==> config.mk <==
export PLATFORM = sky130hd
export DESIGN_NAME = pci_initiator_seq
export DESIGN_NICKNAME = d
export VERILOG_FILES = /design/src/rtl/pci_initiator_seq.sv
export SDC_FILE = /design/constraint.sdc
export NUM_CORES = 1
export LEC_CHECK = 0
export BUFFER_PORTS_ARGS = -buffer_cell sky130_fd_sc_hd__buf_2
export CORE_MARGIN = 5
export CORE_UTILIZATION = 49
export DETAILED_ROUTE_END_ITERATION = 7
export GPL_TIMING_DRIVEN = 0
export PLACE_DENSITY = 0.74
export REMOVE_ABC_BUFFERS = 1
export SYNTH_ARGS = -nofsm -noshare
export SYNTH_HDL_FRONTEND = slang
export SYNTH_SLANG_ARGS = --single-unit
==> constraint.sdc <==
create_clock -name mclk -period 1.7 [get_ports mclk]
set_clock_uncertainty 0.05 [all_clocks]
set_input_delay 0.34 -clock mclk [delete_from_list [all_inputs] [get_ports mclk]]
set_output_delay 0.34 -clock mclk [all_outputs]
set_load 0.005 [all_outputs]
==> src/rtl/pci_initiator_seq.sv <==
`default_nettype none
// ============================================================================
// Module      : pci_initiator_seq
// Description : Initiator-side bus-cycle sequencer for a PCI-style bus.
//               Drives the active-low frame_n/irdy_n handshake through an
//               address phase and a burst of data phases counted on trdy_n.
//               Terminates on burst completion, target stop_n (disconnect or
//               retry) or master timeout, then retires the cycle so that
//               frame_n rises one cycle after the data end and irdy_n one
//               cycle after that.
// Ports       : mclk        - bus clock, all logic on posedge
//               rst         - asynchronous active-high reset
//               start       - burst request, sampled only in IDLE
//               burst_len   - data phases in the burst (0 => start ignored)
//               trdy_n      - target ready, active low
//               stop_n      - target stop, active low
//               frame_n     - bus frame, active low, registered
//               irdy_n      - initiator ready, active low, registered
//               data_phase  - high while in DATA
//               busy        - high in any state other than IDLE
//               data_ack    - one-cycle pulse per completed data phase
//               done        - one-cycle pulse on return to IDLE
//               status      - 00 ok, 01 disconnect, 10 retry, 11 master abort
//               xfer_count  - data phases completed in current/last burst
// Revision    : 1.0 - initial release
// ============================================================================
module pci_initiator_seq #(
  parameter int LEN_W   = 4,
  parameter int TIMEOUT = 8
) (
  input  logic             mclk,
  input  logic             rst,
  input  logic             start,
  input  logic [LEN_W-1:0] burst_len,
  input  logic             trdy_n,
  input  logic             stop_n,
  output logic             frame_n,
  output logic             irdy_n,
  output logic             data_phase,
  output logic             busy,
  output logic             data_ack,
  output logic             done,
  output logic [1:0]       status,
  output logic [LEN_W-1:0] xfer_count
);

  localparam int c_TO_W = (TIMEOUT > 2) ? $clog2(TIMEOUT) : 1;

  localparam logic [1:0] c_ST_OK    = 2'b00;
  localparam logic [1:0] c_ST_DISC  = 2'b01;
  localparam logic [1:0] c_ST_RETRY = 2'b10;
  localparam logic [1:0] c_ST_ABORT = 2'b11;

  typedef enum logic [2:0] {
    S_IDLE = 3'd0,
    S_ADDR = 3'd1,
    S_DATA = 3'd2,
    S_FIN1 = 3'd3,
    S_FIN2 = 3'd4,
    S_TURN = 3'd5
  } state_t;

  state_t           r_state;
  logic [LEN_W-1:0] r_len;
  logic [c_TO_W-1:0] r_tmo;

  logic [LEN_W:0]   w_cnt_inc;
  logic             w_last;
  logic             w_tmo_hit;

  // Compare one bit wider so a full-length burst cannot alias through wrap.
  assign w_cnt_inc = {1'b0, xfer_count} + {{LEN_W{1'b0}}, 1'b1};
  assign w_last    = (w_cnt_inc == {1'b0, r_len});
  assign w_tmo_hit = (r_tmo == c_TO_W'(TIMEOUT - 1));

  always_ff @(posedge mclk or posedge rst) begin
    if (rst) begin
      r_state    <= S_IDLE;
      r_len      <= '0;
      r_tmo      <= '0;
      frame_n    <= 1'b1;
      irdy_n     <= 1'b1;
      data_phase <= 1'b0;
      busy       <= 1'b0;
      data_ack   <= 1'b0;
      done       <= 1'b0;
      status     <= c_ST_OK;
      xfer_count <= '0;
    end else begin
      data_ack <= 1'b0;
      done     <= 1'b0;
      case (r_state)
        S_IDLE: begin
          if (start && (burst_len != '0)) begin
            r_state    <= S_ADDR;
            r_len      <= burst_len;
            xfer_count <= '0;
            status     <= c_ST_OK;
            frame_n    <= 1'b0;
            irdy_n     <= 1'b1;
            busy       <= 1'b1;
          end
        end
        S_ADDR: begin
          r_state    <= S_DATA;
          irdy_n     <= 1'b0;
          data_phase <= 1'b1;
          r_tmo      <= '0;
        end
        S_DATA: begin
          if (!trdy_n) begin
            data_ack <= 1'b1;
            r_tmo    <= '0;
            if (xfer_count != r_len) begin
              xfer_count <= xfer_count + 1'b1;
            end
          end else begin
            r_tmo <= r_tmo + 1'b1;
          end
          // Termination priority: completion beats a simultaneous stop;
          // a stop with no data moved yet is a retry, otherwise a disconnect.
          if (!trdy_n && w_last) begin
            r_state    <= S_FIN1;
            frame_n    <= 1'b1;
            data_phase <= 1'b0;
            status     <= c_ST_OK;
          end else if (!stop_n) begin
            r_state    <= S_FIN1;
            frame_n    <= 1'b1;
            data_phase <= 1'b0;
            if (trdy_n && (xfer_count == '0)) begin
              status <= c_ST_RETRY;
            end else begin
              status <= c_ST_DISC;
            end
          end else if (trdy_n && w_tmo_hit) begin
            r_state    <= S_FIN1;
            frame_n    <= 1'b1;
            data_phase <= 1'b0;
            status     <= c_ST_ABORT;
          end
        end
        S_FIN1: begin
          r_state <= S_FIN2;
          irdy_n  <= 1'b1;
        end
        S_FIN2: begin
          r_state <= S_TURN;
        end
        S_TURN: begin
          r_state <= S_IDLE;
          done    <= 1'b1;
          busy    <= 1'b0;
        end
        default: begin
          r_state    <= S_IDLE;
          frame_n    <= 1'b1;
          irdy_n     <= 1'b1;
          data_phase <= 1'b0;
          busy       <= 1'b0;
        end
      endcase
    end
  end

endmodule
`default_nettype wire
==> results of run 1 <==
cells in the mapped netlist (all sizes together) (3+ instances only):
master / count / area [sq um]
mux2: 4 / 45.04
nor2: 9 / 33.78
nand2b: 3 / 18.77
nor3b: 3 / 22.52
nand2: 9 / 33.78
o21ai: 6 / 30.03
a21oi: 8 / 40.04
inv: 7 / 26.28
ha: 4 / 50.05
nand3: 4 / 20.02
o41ai: 3 / 60.06
dfrtp: 20 / 500.5
xor2: 5 / 66.32
per-layer routing:
layer  wire length [um]  GRT usage [%]
met4                 68          5.063
met5                  0              0
met2               1437          30.27
met1               1096          20.58
met3                200          5.011
report_power, final:
group,leakage [nW],switching [mW],internal [mW]
Clock,0.0150,0.155,0.0915
Combinational,0.387,0.589,0.554
Sequential,0.269,0.226,0.727
path summary, 6_finish.rpt:
check / startpoint / to / slack [ns] / cells past startpoint
worst max-delay path: xfer_count[0] / r_state[0] / -0.11 / 6
worst min-delay path: rst / busy / 0.13 / 2
worst max register to register: xfer_count[0] / r_state[0] / -0.11 / 6
worst min register to register: busy / busy / 0.46 / 2
max in group asynchronous: rst / r_state[2] / 0.90 / 2
min in group mclk: burst_len[0] / r_len[0] / 0.23 / 2
cell type report:
cell class | instances | area, sq um
multi-input cells | 80 | 679.4
clock buffers | 4 | 26.28
well taps | 30 | 37.54
fillers | 182 | 917.1
flip-flops and latches | 22 | 559.3
repair buffers | 28 | 163.9
inverters | 7 | 26.28
worst register-to-register path: cells and delay by family (launching register included):
| kind | cells | cell delay (ns) |
|---|---|---|
| xor+xnor | 1 | 0.15 |
| buf+inv | 1 | 0.08 |
| simple gates | 2 | 0.65 |
| compound gates | 1 | 0.17 |
| fa+ha+maj | 1 | 0.21 |
| flops | 1 | 0.43 |
logic make-up after synthesis:
logic type / Yosys count
simple gates: 35
xor+xnor: 7
buf+inv: 10
flops: 22
mux: 5
compound gates: 29
fa+ha+maj: 4
flip-flops by register name (all words and copies together) (netlist names):
name        flops
r_len           4
busy            1
r_state         3
data_ack        1
r_tmo           3
irdy_n          1
status          2
frame_n         1
xfer_count      4
done            1
data_phase      1
timing repair:
| item | CTS | global route |
|---|---|---|
| endpoints found under the setup margin | 13 | 9 |
| pin swaps | 7 | 5 |
| buffers inserted | 6 | 2 |
| resized for setup | 12 | 9 |
through the flow:
stage | instance area, sq um | util (%) | setup slack [ns] | hold slack [ns]
after global routing | 1493 | 61.94 | -0.1747 | 0.1838
final | 1493 | 61.94 | -0.1095 | 0.1268
after detailed placement | 1330 | 55.19 | -0.2816 | 0.4386
after global placement | 1330 | 55.19 | -0.2912 | 0.4147
after floorplan | 1192 | - | -0.08925 | 0.2777
after CTS | 1449 | 60.12 | -0.05367 | 0.1489
==> metrics.md, run 1 <==
| Metric | Value |
|---|---|
| GPL Wtd Cong | `0.7845` |
| Share of cells above drive strength 1 | `43.97%` |
| Final setup violation count | `4` |
| P per Cell Area | `1569 nW/um^2` |
| Post-synthesis instance area | `roughly 1200 sq um` |
| Synthesized instance count | `around 110` |
| Clock latency reported for the late side of the worst-skew pair | `roughly 0.30 ns` |
| Via count of the first global-routing pass | `between 1,000 and 1,500` |
| Buffering stage count on the worst path with inverters included | `1` |
| Async set-reset flop share out of synthesis | `between 90% and 100%` |
| Number of DRC markers in iteration 0 | `55` |
| Die Y-Extent | `59.59 um` |
| Count of distinct cell types in the synthesized netlist | `35` |
| Final-report max-slew violation count | `0` |
| Maximum clock frequency | `between 500 and 600 MHz` |
| Most used cells in the layout excluding fill and tap cells | `buf_2 (20), dfrtp_1 (15), nor2_1 (9), nand2_1 (9), a21oi_1 (8)` |
| Vias post-DR | `~1,000` |
| Combinational family with the most area after synthesis | `compound AO/OA/AOI/OAI gates` |
| Xor and xnor fraction of the mapped netlist area | `around 7.0%` |
| Worst IR Drop VDD | `890.3 uV` |
| Antenna diode count | `0` |
| Leftover overflow at the end of global routing | `0` |
| Critical-path cell list | `inv_2 > ha_4 > xnor2_2 > nand4b_1 > or3_4 > a211oi_2` |
| Horiz. Die Dim | `between 50 and 60 um` |
| Run status | `complete, but fails checks` |
| Compound-cell area share of the yosys netlist | `19.73%` |
| Prevailing post-synth register cell | `dfrtp_1` |
| Core Box Area | `2410 sq um` |
| Clock transition at the registers of the reported paths | `approximately 0.12 ns` |
| Port buffer count | `20` |
| CTS tree | `yes` |
| Share of the yosys chip area belonging to registers | `45.90%` |
| 1st-pass router iterations | `5` |
| Antenna Nets Post-Route | `0` |
| Post-synthesis simple-gate area fraction | `between 10% and 20%` |
| Mux cell area share after synthesis | `under 10%` |
| Mean instance size in the synthesized netlist | `roughly 11 sq um` |
| Initial antenna violation count | `0` |
| Number of enable flip-flop cells after synthesis | `0` |
| Number of storage elements in the synthesis netlist | `22` |
| Count of placed standard cells in the final layout, fillers left out | `~170` |
| CTS Buf Count | `3` |
| Die footprint | `3551 sq um` |
| Final Cycle Share | `106.4%` |
| Worst EP required | `between 1.5 and 2 ns` |
| Final min period | `1.809 ns` |
| Post-synthesis share of cell area spent on full adders, half adders and majority gates | `approximately 4.2%` |
| Worst rel slew slack | `between 40 and 50%` |
| Clock sink total | `22` |
| RSZ-0062 raised after global routing | `yes` |
| Count of synthesis-stage warnings from yosys | `0` |
| Number of DRC violations after detailed routing | `0` |
| Total routed wirelength | `2802 um` |
| Worst-path maximum fanout | `3` |
| Kind of end point of the critical path | `register` |
| Arrival @ worst endpoint | `between 1.5 and 2 ns` |
| Most common library cell in the layout ignoring fill and taps | `buf_2` |
| Max stage delay cell, worst path | `or3_4` |
| Worst stage delay on the critical path | `about 0.44 ns` |
| Static leakage | `0.6711 nW` |
| Actual slew at the worst max-slew pin | `0.8344 ns` |
| Largest buffer count on any clock path | `2` |
| Hold-fix buffers at CTS | `0` |
| GRT Util Overall | `between 10% and 20%` |
| Layout Area Growth over Synthesis | `23.88%` |
| Power Total | `2.342 mW` |
| CTS H-Tree Depth | `1` |
| Routed wire length per instance | `~16 um` |
| Kind of start point of the critical path | `register` |
| Vias per cell | `5.860` |
| Violations in the final reports | `setup timing` |
| Setup TNS Final | `-0.2871 ns` |
| Count of pins on the block boundary | `21` |
| Worst Hold Class | `in2async` |
| Post-layout worst setup margin | `-0.1095 ns` |
| Std cell rows | `18` |
| Top cell family by delay on the critical path | `simple AND/OR/NAND/NOR gates` |
| Crit path kind | `reg2reg` |
| Global-route wire length before repair | `4671 um` |
| Total number of nets in the final design | `~160` |
| Post-Place Cells | `159` |
| DP HPWL | `~1800 um` |
| Pin count of the biggest net entering global routing | `23` |
| Root Driver | `clkbuf_4` |
| Max capacitance violation total | `0` |
| Hold Violations, Final | `0` |
| Effective utilization at floorplan | `roughly 50%` |
(Power assumes the default switching activity.)
==> run 2: changes to the inputs <==
--- a/config.mk
+++ b/config.mk
@@ -10,7 +10,7 @@
 export CORE_UTILIZATION = 49
 export DETAILED_ROUTE_END_ITERATION = 7
 export GPL_TIMING_DRIVEN = 0
-export PLACE_DENSITY = 0.74
+export PLACE_DENSITY = 0.81
 export REMOVE_ABC_BUFFERS = 1
 export SYNTH_ARGS = -nofsm -noshare
 export SYNTH_HDL_FRONTEND = slang
==> run 2 against run 1 <==
Compared with the run above:
- the run still ends with setup timing left
- flip-flop and latch count unchanged
- wire length decreased by 11%
- largest cell class unchanged
- critical endpoint is now frame_n
- via count decreased by 5.5%
- clock power increased by 2%
- first-iteration DRC count decreased by 62%
- die area unchanged
- core utilization decreased by 1.3 points
- critical path type unchanged
- non-clock buffer count decreased by 3
- sequential share of layout area increased by 0.63 points
- cell count decreased by 1.8%
- count of clock-buffer cells in the layout unchanged
==> metrics.md, run 2 (synthesized netlist as in run 1, its figures left out) <==
| Metric | Value |
|---|---|
| Maximum clock frequency | `563.7 MHz (was 552.7 MHz)` |
| Post-layout worst setup margin | `-0.07391 ns (was -0.1095 ns)` |
| Fillers | `217 (was 182)` |
| Worst Hold Class | `in2async (unchanged)` |
| Critical-path cell list | `or4_4 > a211oi_1 > a21oi_1 (was inv_2 > ha_4 > xnor2_2 > nand4b_1 > or3_4 > a211oi_2)` |
| Hold-fix buffers at CTS | `0 (unchanged)` |
| Std cell rows | `18 (unchanged)` |
| Final-report max-slew violation count | `0 (unchanged)` |
| Via count of the first global-routing pass | `1,009 (was 1,008)` |
| Hold Violations, Final | `0 (unchanged)` |
| Core Box Area | `2410 sq um (unchanged)` |
| Global-route wire length before repair | `4422 um (was 4671 um)` |
| Crit path kind | `reg2reg (unchanged)` |
| Total routed wirelength | `2491 um (was 2802 um)` |
| Actual slew at the worst max-slew pin | `0.8221 ns (was 0.8344 ns)` |
| Share of cells above drive strength 1 | `39.13% (was 43.97%)` |
| Area taken by multi-input logic gates | `676.9 sq um (was 679.4 sq um)` |
| Initial antenna violation count | `0 (unchanged)` |
| Power Total | `2.240 mW (was 2.342 mW)` |
| Worst r2r src | `r_state[0] (was xfer_count[0])` |
| Kind of end point of the critical path | `register (unchanged)` |
| Max stage delay cell, worst path | `or4_4 (was or3_4)` |
| Area occupied by registers | `556.8 sq um (was 559.3 sq um)` |
| Static leakage | `0.6611 nW (was 0.6711 nW)` |
| Slack of the worst reg-to-reg path | `-0.07 ns (was -0.11 ns)` |
| Worst EP required | `1.89 ns (was 1.88 ns)` |
| Horiz. Die Dim | `59.59 um (unchanged)` |
| Root Driver | `clkbuf_4 (unchanged)` |
| Worst reg2reg path endpoint | `frame_n (was r_state[0])` |
| CTS H-Tree Depth | `1 (unchanged)` |
| Biggest regs | `r_len x4, xfer_count x4 (unchanged)` |
| Die Y-Extent | `59.59 um (unchanged)` |
| Port buffer count | `20 (unchanged)` |
| Count of pins on the block boundary | `21 (unchanged)` |
| Worst IR Drop VDD | `919.8 uV (was 890.3 uV)` |
| Die footprint | `3551 sq um (unchanged)` |
| 1st-pass router iterations | `4 (was 5)` |
| P per Cell Area | `1533 nW/um^2 (was 1569 nW/um^2)` |
| CTS tree | `yes (unchanged)` |
| Vias post-DR | `947 (was 1,002)` |
| Number of DRC violations after detailed routing | `0 (unchanged)` |
| Number of DRC markers in iteration 0 | `21 (was 55)` |
| GRT Util Overall | `16.24% (was 17.35%)` |
| Kind of start point of the critical path | `register (unchanged)` |
| Clock sink total | `22 (unchanged)` |
| Routed wire length per instance | `14.83 um (was 16.39 um)` |
| Top cell family by delay on the critical path | `simple AND/OR/NAND/NOR gates (unchanged)` |
| Worst-path maximum fanout | `12 (was 3)` |
| Worst rel slew slack | `45.13% (was 44.31%)` |
| Vias per cell | `5.637 (was 5.860)` |
| Pin count of the biggest net entering global routing | `23 (unchanged)` |
| Effective utilization at floorplan | `50.00% (unchanged)` |
| DP HPWL | `1832 um (was 1842 um)` |
| Violations in the final reports | `setup timing (unchanged)` |
| GPL Wtd Cong | `0.7998 (was 0.7845)` |
| CTS Buf Count | `3 (unchanged)` |
| Reg2Reg Depth | `3 (was 6)` |
| Most used cells in the layout excluding fill and tap cells | `buf_2 (20), dfrtp_1 (17), nor2_1 (9), nand2_1 (9), a21oi_1 (8) (was buf_2 (20), dfrtp_1 (15), nor2_1 (9), nand2_1 (9), a21oi_1 (8))` |
| Arrival @ worst endpoint | `1.96 ns (was 1.99 ns)` |
| Most common library cell in the layout ignoring fill and taps | `buf_2 (unchanged)` |
| Clock latency reported for the late side of the worst-skew pair | `0.31 ns (was 0.30 ns)` |
| Final min period | `1.774 ns (was 1.809 ns)` |
| Final Cycle Share | `104.3% (was 106.4%)` |
| Total number of nets in the final design | `152 (was 155)` |
| Antenna Nets Post-Route | `0 (unchanged)` |
| Antenna diode count | `0 (unchanged)` |
| Max capacitance violation total | `0 (unchanged)` |
| Worst stage delay on the critical path | `0.69 ns (was 0.44 ns)` |
| Count of placed standard cells in the final layout, fillers left out | `168 (was 171)` |
| Largest buffer count on any clock path | `2 (unchanged)` |
| Buffering stage count on the worst path with inverters included | `0 (was 1)` |
| Clock transition at the registers of the reported paths | `0.12 ns (about the same)` |
| Post-Place Cells | `159 (unchanged)` |
| Layout Area Growth over Synthesis | `21.29% (was 23.88%)` |
| RSZ-0062 raised after global routing | `yes (unchanged)` |
| Run status | `complete, but fails checks (unchanged)` |
| Leftover overflow at the end of global routing | `0 (unchanged)` |
| Final setup violation count | `5 (was 4)` |
-- run 2: changes by cell type in the layout (fill, tap and decap cells not counted), sizes merged --
cell and delta:
buf -3
-- run 2: power breakdown --
part | switching, mW | internal [mW]
sequential | 0.233 | 0.723
clock | 0.158 | 0.0917
combinational | 0.526 | 0.507
total | 0.918 | 1.32
-- run 2: how the worst max path moves through the flow --
| stage | from | end | slack, ns | depth (start not counted) |
|---|---|---|---|---|
| floorplan | xfer_count[0] | r_state[0] | -0.09 | 6 |
| global placement | burst_len[0] | r_len[1] | -0.30 | 4 |
| detailed placement | burst_len[0] | r_len[3] | -0.33 | 4 |
| CTS | xfer_count[0] | r_state[0] | -0.08 | 6 |
| global route | xfer_count[0] | r_state[0] | -0.18 | 6 |
| finish | r_state[0] | frame_n | -0.07 | 3 |
-- run 2: layout make-up --
cell class / count / share of cell area (%)
Tap cell: 30 / 2.568
Multi-Input combinational cell: 80 / 46.32
Sequential cell: 22 / 38.10
Inverter: 7 / 1.798
Timing Repair Buffer: 25 / 9.418
Clock buffer: 4 / 1.798
-- run 2: repair_timing --
action / CTS / global route
endpoints found under the setup margin: 13 / 13
buffers inserted: 4 / 1
pin swaps: 4 / 4
gates resized for setup: 9 / 5
endpoints found under the hold margin: 0 / 0
-- run 2: metal layers --
layer  share of wire, %  GRT usage (%)  routed length (um)  vias up
met5                  0              0                   0        -
li1                   -              -                   -      453
met4                1.4          7.595                  36        0
met1                 42          20.11                1042      471
met2                 51          27.61                1279       19
met3                5.3          2.397                 132        4
-- run 2: stage by stage --
step           TNS, ns  worst slack, ns  cell area (sq um)  util, %  hold slack (ns)
2_1_floorplan  -0.1243         -0.08925               1192        -           0.2777
6_report       -0.2069         -0.07391               1461    60.64           0.1152
5_1_grt        -0.9710          -0.1751               1461    60.64           0.1944
4_1_cts        -0.1848         -0.07612               1426    59.19           0.1445
3_5_place_dp    -2.620          -0.3334               1330    55.19           0.4265
3_3_place_gp    -2.141          -0.3035               1330    55.19           0.4108
